[config.mk]
export PLATFORM = sky130hd
export DESIGN_NAME = c_selector_n
export DESIGN_NICKNAME = d
export VERILOG_FILES = /design/src/rtl/c_selector_pkg.sv /design/src/rtl/c_selector_fifo.sv /design/src/rtl/c_selector_n.sv
export SDC_FILE = /design/constraint.sdc
export NUM_CORES = 1
export LEC_CHECK = 0
export CAP_MARGIN = 20
export CORE_ASPECT_RATIO = 1.2
export CORE_UTILIZATION = 33
export DETAILED_ROUTE_END_ITERATION = 7
export GPL_ROUTABILITY_DRIVEN = 0
export SETUP_SLACK_MARGIN = 0.1
export SYNTH_ARGS = -nofsm -noshare
export SYNTH_HDL_FRONTEND = slang
export SYNTH_SLANG_ARGS = --single-unit
[constraint.sdc]
create_clock -name clk -period 21.5 [get_ports clk]
set_clock_uncertainty 0.2 [all_clocks]
set_input_delay 2.15 -clock clk [delete_from_list [all_inputs] [get_ports clk]]
set_output_delay 2.15 -clock clk [all_outputs]
set_load 0.05 [all_outputs]
[src/rtl/c_selector_pkg.sv]
// Shared helpers for the c_selector_n router: pointer sizing, mask decode and
// saturating arithmetic.
package c_selector_pkg;

    localparam int MAX_OUT = 16;

    function automatic int ptr_width(input int depth);
        return (depth > 1) ? $clog2(depth) : 1;
    endfunction

    // Isolate the lowest set bit (two's-complement trick); zero stays zero.
    function automatic logic [MAX_OUT-1:0] lowest_set(input logic [MAX_OUT-1:0] m);
        return m & (~m + MAX_OUT'(1));
    endfunction

    function automatic logic [31:0] sat_inc(input logic [31:0] v, input logic [31:0] max);
        return (v >= max) ? v : v + 32'd1;
    endfunction

endpackage

[src/rtl/c_selector_fifo.sv]
// Single-clock per-channel FIFO; head reads zero while empty.
module c_selector_fifo
    import c_selector_pkg::*;
#(
    parameter int DATA_WIDTH = 32,
    parameter int DEPTH      = 2
) (
    input  logic                  clk,
    input  logic                  rst,
    input  logic                  push,
    input  logic                  pop,
    input  logic [DATA_WIDTH-1:0] din,
    output logic                  full,
    output logic                  empty,
    output logic [DATA_WIDTH-1:0] head
);

    localparam int PTR_W = ptr_width(DEPTH);

    logic [DATA_WIDTH-1:0] mem [DEPTH];
    // Extra MSB on each pointer tells a full ring from an empty one.
    logic [PTR_W:0]        wr_ptr, rd_ptr;

    assign empty = (wr_ptr == rd_ptr);
    assign full  = (wr_ptr[PTR_W] != rd_ptr[PTR_W]) &&
                   (wr_ptr[PTR_W-1:0] == rd_ptr[PTR_W-1:0]);
    assign head  = empty ? '0 : mem[rd_ptr[PTR_W-1:0]];

    always_ff @(posedge clk) begin
        if (rst) begin
            wr_ptr <= '0;
            rd_ptr <= '0;
        end else begin
            if (push && !full) begin
                mem[wr_ptr[PTR_W-1:0]] <= din;
                wr_ptr                 <= wr_ptr + (PTR_W+1)'(1);
            end
            if (pop && !empty) rd_ptr <= rd_ptr + (PTR_W+1)'(1);
        end
    end

endmodule

[src/rtl/c_selector_n.sv]
// Mask-routed 1-to-NUM_OUT selector with a FIFO per output channel and a
// saturating counter of words dropped for an empty effective mask.
module c_selector_n
    import c_selector_pkg::*;
#(
    parameter int DATA_WIDTH   = 32,
    parameter int NUM_OUT      = 4,
    parameter int DEPTH        = 2,
    parameter int MULTICAST_EN = 1,
    parameter int CNT_WIDTH    = 16
) (
    input  logic                            clk,
    input  logic                            rst,
    input  logic                            i_valid,
    output logic                            o_ready,
    input  logic [DATA_WIDTH+NUM_OUT-1:0]   i_data,
    output logic [NUM_OUT-1:0]              o_valid,
    input  logic [NUM_OUT-1:0]              i_ready,
    output logic [NUM_OUT*DATA_WIDTH-1:0]   o_data,
    output logic [CNT_WIDTH-1:0]            o_drop_cnt
);

    localparam logic [CNT_WIDTH-1:0] CNT_MAX = '1;

    logic [NUM_OUT-1:0]    mask, em, full, empty, push, pop;
    logic [DATA_WIDTH-1:0] payload;
    logic                  rdy_en, accept;

    assign mask    = i_data[DATA_WIDTH +: NUM_OUT];
    assign payload = i_data[DATA_WIDTH-1:0];
    assign em      = (MULTICAST_EN != 0) ? mask
                                         : NUM_OUT'(lowest_set(MAX_OUT'(mask)));

    // Any full channel blocks every word, which keeps multicast writes atomic.
    assign o_ready = rdy_en & ~|full;
    assign accept  = i_valid & o_ready;
    assign push    = {NUM_OUT{accept}} & em;
    assign pop     = ~empty & i_ready;
    assign o_valid = ~empty;

    always_ff @(posedge clk) begin
        if (rst) begin
            rdy_en     <= 1'b0;
            o_drop_cnt <= '0;
        end else begin
            rdy_en <= 1'b1;
            if (accept && (em == '0))
                o_drop_cnt <= CNT_WIDTH'(sat_inc(32'(o_drop_cnt), 32'(CNT_MAX)));
        end
    end

    for (genvar k = 0; k < NUM_OUT; k++) begin : g_ch
        c_selector_fifo #(
            .DATA_WIDTH(DATA_WIDTH),
            .DEPTH     (DEPTH)
        ) u_fifo (
            .clk  (clk),
            .rst  (rst),
            .push (push[k]),
            .pop  (pop[k]),
            .din  (payload),
            .full (full[k]),
            .empty(empty[k]),
            .head (o_data[k*DATA_WIDTH +: DATA_WIDTH])
        );
    end

endmodule
==> reports/results.txt <==
The maximum clock frequency was 0.1865 GHz. By count the netlist is led by edfxtp_1, nor2_1, mux2i_1. The tool flagged a number of max-cap violations equal to 0. The run gives 560 ps as the clock latency on the worst-skew pair. 0 antenna diodes ended up in the layout.

Power per cell area: 97.41 nW/um^2. On the final layout, the worst hold slack is 297.1 ps. The shortest period the worst path allows works out to 5362 ps. For this design the top-level I/O count stands at 192. The cell type group with the largest total delay on the critical path is buffers and inverters.

Slew at the pin closest to its max-slew limit: 1039 ps. The nature of the critical path startpoint is a register. The number of buffers inserted by post-CTS setup repair is 0. The critical path goes through xor2_1, nor2_4, inv_1, clkdlybuf4s50_1. The path length in cells of the critical path came out at 4. The number of flops mapped to enable cells by yosys works out to 256. The per-cell routed wire length works out to 19.19 um.

For this run, the number of Yosys warnings is 0. The finished layout holds 1453 standard cells, fillers aside. The sequential share of the synthesized area was 0.7313.

The first routing iteration left 353 violations. Leakage power figure: 4.737 nW. The run gives 0 ps as the setup TNS. Post-synthesis register bit count: 293. Ranked by total cell area, the synthesized netlist is headed by edfxtp_1, mux2i_1, dfxtp_1, nor2_1, xnor2_1.

Entering global routing, the biggest net connects 46 pins. The normalized max-slew margin was 0.3055. TritonCTS built the clock tree. From bottom edge to top edge, the die measures 206.7 um. The worst IR drop on VDD is 0.07630 mV, and the mean instance size in the synthesized netlist is 14.89 um^2. The setup check on the worst reg-to-reg path leaves a slack of 18130 ps. The most used flip-flop cell after synthesis is edfxtp_1. The region available for standard cell placement spans 34260 um^2. The startpoint identified for the worst register-to-register timing path is g_ch[0].u_fifo.rd_ptr[0]. edfxtp_1 takes more of the synthesized area than any other cell. For the number of antenna violations at the first check in global routing, the log shows 0. Setup repair after global routing left no endpoint under its margin. Summed over all nets, the half-perimeter wirelength after detailed placement is 17930 um.

The logs give 0 for the number of hold-repair buffers added at the cts stage and 818 for the net count of the mapped netlist. Once the clock tree was built, the resizer swapped 0 gates to a different size. Global routing finished with a remaining overflow of 0. The tools report the reg-to-reg endpoint as g_ch[2].u_fifo.mem[0][0]. The detailed router placed 6855 vias in this run. The run gives 0.1554 as the overall track demand over capacity in global routing.

The highest-delay cell along the critical path was nor2_4. The number of remaining DRC errors is 0, and the data arrival time of the worst path is 3010 ps. For this block, the routed nets add up to 27880 um of wire. The floorplan step defined a die boundary enclosing 35680 um^2.

The start point of the critical path is g_ch[2].u_fifo.wr_ptr[0]. The worst reg2reg path depth came out at 5. The wire length of the first global-routing pass is 41740 um, and the CTS H-tree depth is 1.

Setup violations remaining at the end of the flow were counted as 0. Fraction of registers with async set/reset: 0. For the effective utilization at floorplan, the log shows 0.3364. The run finished with clean final reports. The tools report the clock root buffer as clkbuf_16. Final count of pins violating max slew: 0. The area growth from synthesis to layout is 30.22%. The x dimension of the die came out at 172.6 um. After synthesis the cells add up to 11520 um^2. In the post-synthesis netlist, the cell with the most instances is edfxtp_1. The number of buffers and inverters on the critical path is 2. The worst setup path is of the register to primary output kind. Clock-pin slew was measured on the worst setup and hold paths at 60 ps. In this run the worst setup path terminates at o_valid[2]. In this run, CTS created clock tree buffers numbering 31. The fraction of layout cells with a size suffix above 1 was 0.08726. Final clock period utilization by the worst path: 0.2494. The logs give 0 for the number of endpoints with negative hold slack in the final report and 6709 for the number of global-route vias before repair. Counting distinct cell types in the post-synthesis netlist gives 45.

Worst min-delay path class: register to register. Area share of the largest cell type after synthesis: 0.6670. Once placement completed, the tool counted placed cells totaling 1395. The number of detailed-route iterations in the first pass was 4; the count of nets after finishing was 1017. CTS saw 293 sinks.

The number of instances in the synthesized netlist was 774; the count of port buffers added during placement was 191. Using the TritonRoute via totals, the vias-per-cell ratio works out to 4.718. For the worst setup path, the data required time is 19150 ps.

The total design power was 0.001462 W; the remaining antenna violation count after routing was 0. The largest single stage delay on the critical path is 820 ps. The run gives 74 as the row count.

STA classifies the critical path endpoint as a primary output. The maximum fanout count along the critical path is 33. The number of buffers between clock root and the deepest sink was 3.
cell usage in the layout, fill, tap and decap left out, types with 4 or more instances in the layout:
| cell type | Yosys | layout |
|---|---|---|
| a21oi_1 | 14 | 14 |
| buf_4 | 1 | 20 |
| clkbuf_1 | 34 | 7 |
| clkbuf_16 | 0 | 31 |
| clkdlybuf4s50_1 | 0 | 191 |
| clkinv_1 | 0 | 5 |
| clkinv_2 | 0 | 6 |
| dfxtp_1 | 37 | 33 |
| dfxtp_2 | 0 | 4 |
| edfxtp_1 | 256 | 256 |
| inv_1 | 8 | 8 |
| mux2i_1 | 128 | 128 |
| nand2_1 | 17 | 17 |
| nand3_1 | 11 | 11 |
| nand4_1 | 5 | 5 |
| nor2_1 | 153 | 151 |
| nor3_1 | 10 | 8 |
| nor3b_2 | 0 | 4 |
| o31ai_1 | 11 | 11 |
| or4_1 | 11 | 11 |
| xnor2_1 | 15 | 15 |
| xor2_1 | 13 | 13 |
per-stage QoR:
step | setup WS (ps) | area (um^2) | utilization
after floorplan | 13000 | 11520 | -
after global placement | 16440 | 14020 | 0.4094
after detailed placement | 16380 | 14020 | 0.4094
after CTS | 16000 | 15000 | 0.4378
after global routing | 15880 | 15010 | 0.4381
final | 16140 | 15010 | 0.4381
logic make-up (layout without fill, tap and decap cells):
logic type | after synthesis | after routing | share of synthesized area
DFF | 293 | 293 | 0.7313
and+or+nand+nor | 230 | 230 | 0.09087
muxes | 128 | 128 | 0.1112
buffers and inverters | 54 | 277 | 0.01987
AOI/OAI and AO/OA | 39 | 39 | 0.02302
xor gates and xnor gates | 29 | 29 | 0.02269
adders and majority gates | 1 | 1 | 0.001085
registers in the layout (all words and copies together) (netlist names), named ones only:
register,flops
g_ch.u_fifo.mem,256
g_ch.u_fifo.rd_ptr,8
rdy_en,1
g_ch.u_fifo.wr_ptr,8
o_drop_cnt,16
tightest hold or removal path, cell delays in order (launching register included):
cell and delay, ps:
dfxtp_1 330, o31ai_1 70, a21oi_1 60
worst min path at each step:
stage | from | to | slack (ps) | depth (start not counted)
after detailed placement | o_drop_cnt[13] | o_drop_cnt[13] | 290 | 2
after global placement | o_drop_cnt[13] | o_drop_cnt[13] | 280 | 2
after CTS | o_drop_cnt[13] | o_drop_cnt[13] | 300 | 2
after floorplan | g_ch[1].u_fifo.rd_ptr[1] | g_ch[1].u_fifo.rd_ptr[1] | 300 | 2
after global routing | o_drop_cnt[10] | o_drop_cnt[10] | 340 | 2
final | o_drop_cnt[13] | o_drop_cnt[13] | 300 | 2
routing by layer:
metal	GRT usage	wire [um]	up-vias
met2	0.2740	13960	181
met5	0	0	-
met1	0.2023	12260	3406
li1	-	-	3239
met3	0.02344	1302	29
met4	0.03444	350	0
area by class of cell:
class	count	area, um^2
Clock buffer	38	802.0
Tap cell	456	570.5
Sequential cell	293	8433
Fill cell	3124	19250
Multi-Input combinational cell	427	2928
Clock inverter	19	171.4
Inverter	8	30.03
Timing Repair Buffer	212	2073
where the power goes:
group	leakage (nW)	internal, W	switching (W)
Clock	0.471	0.000291	0.000218
Sequential	2.61	0.000629	0.0000103
Combinational	1.65	0.0000975	0.000216
Note: power is estimated with default switching activity, not from simulation.
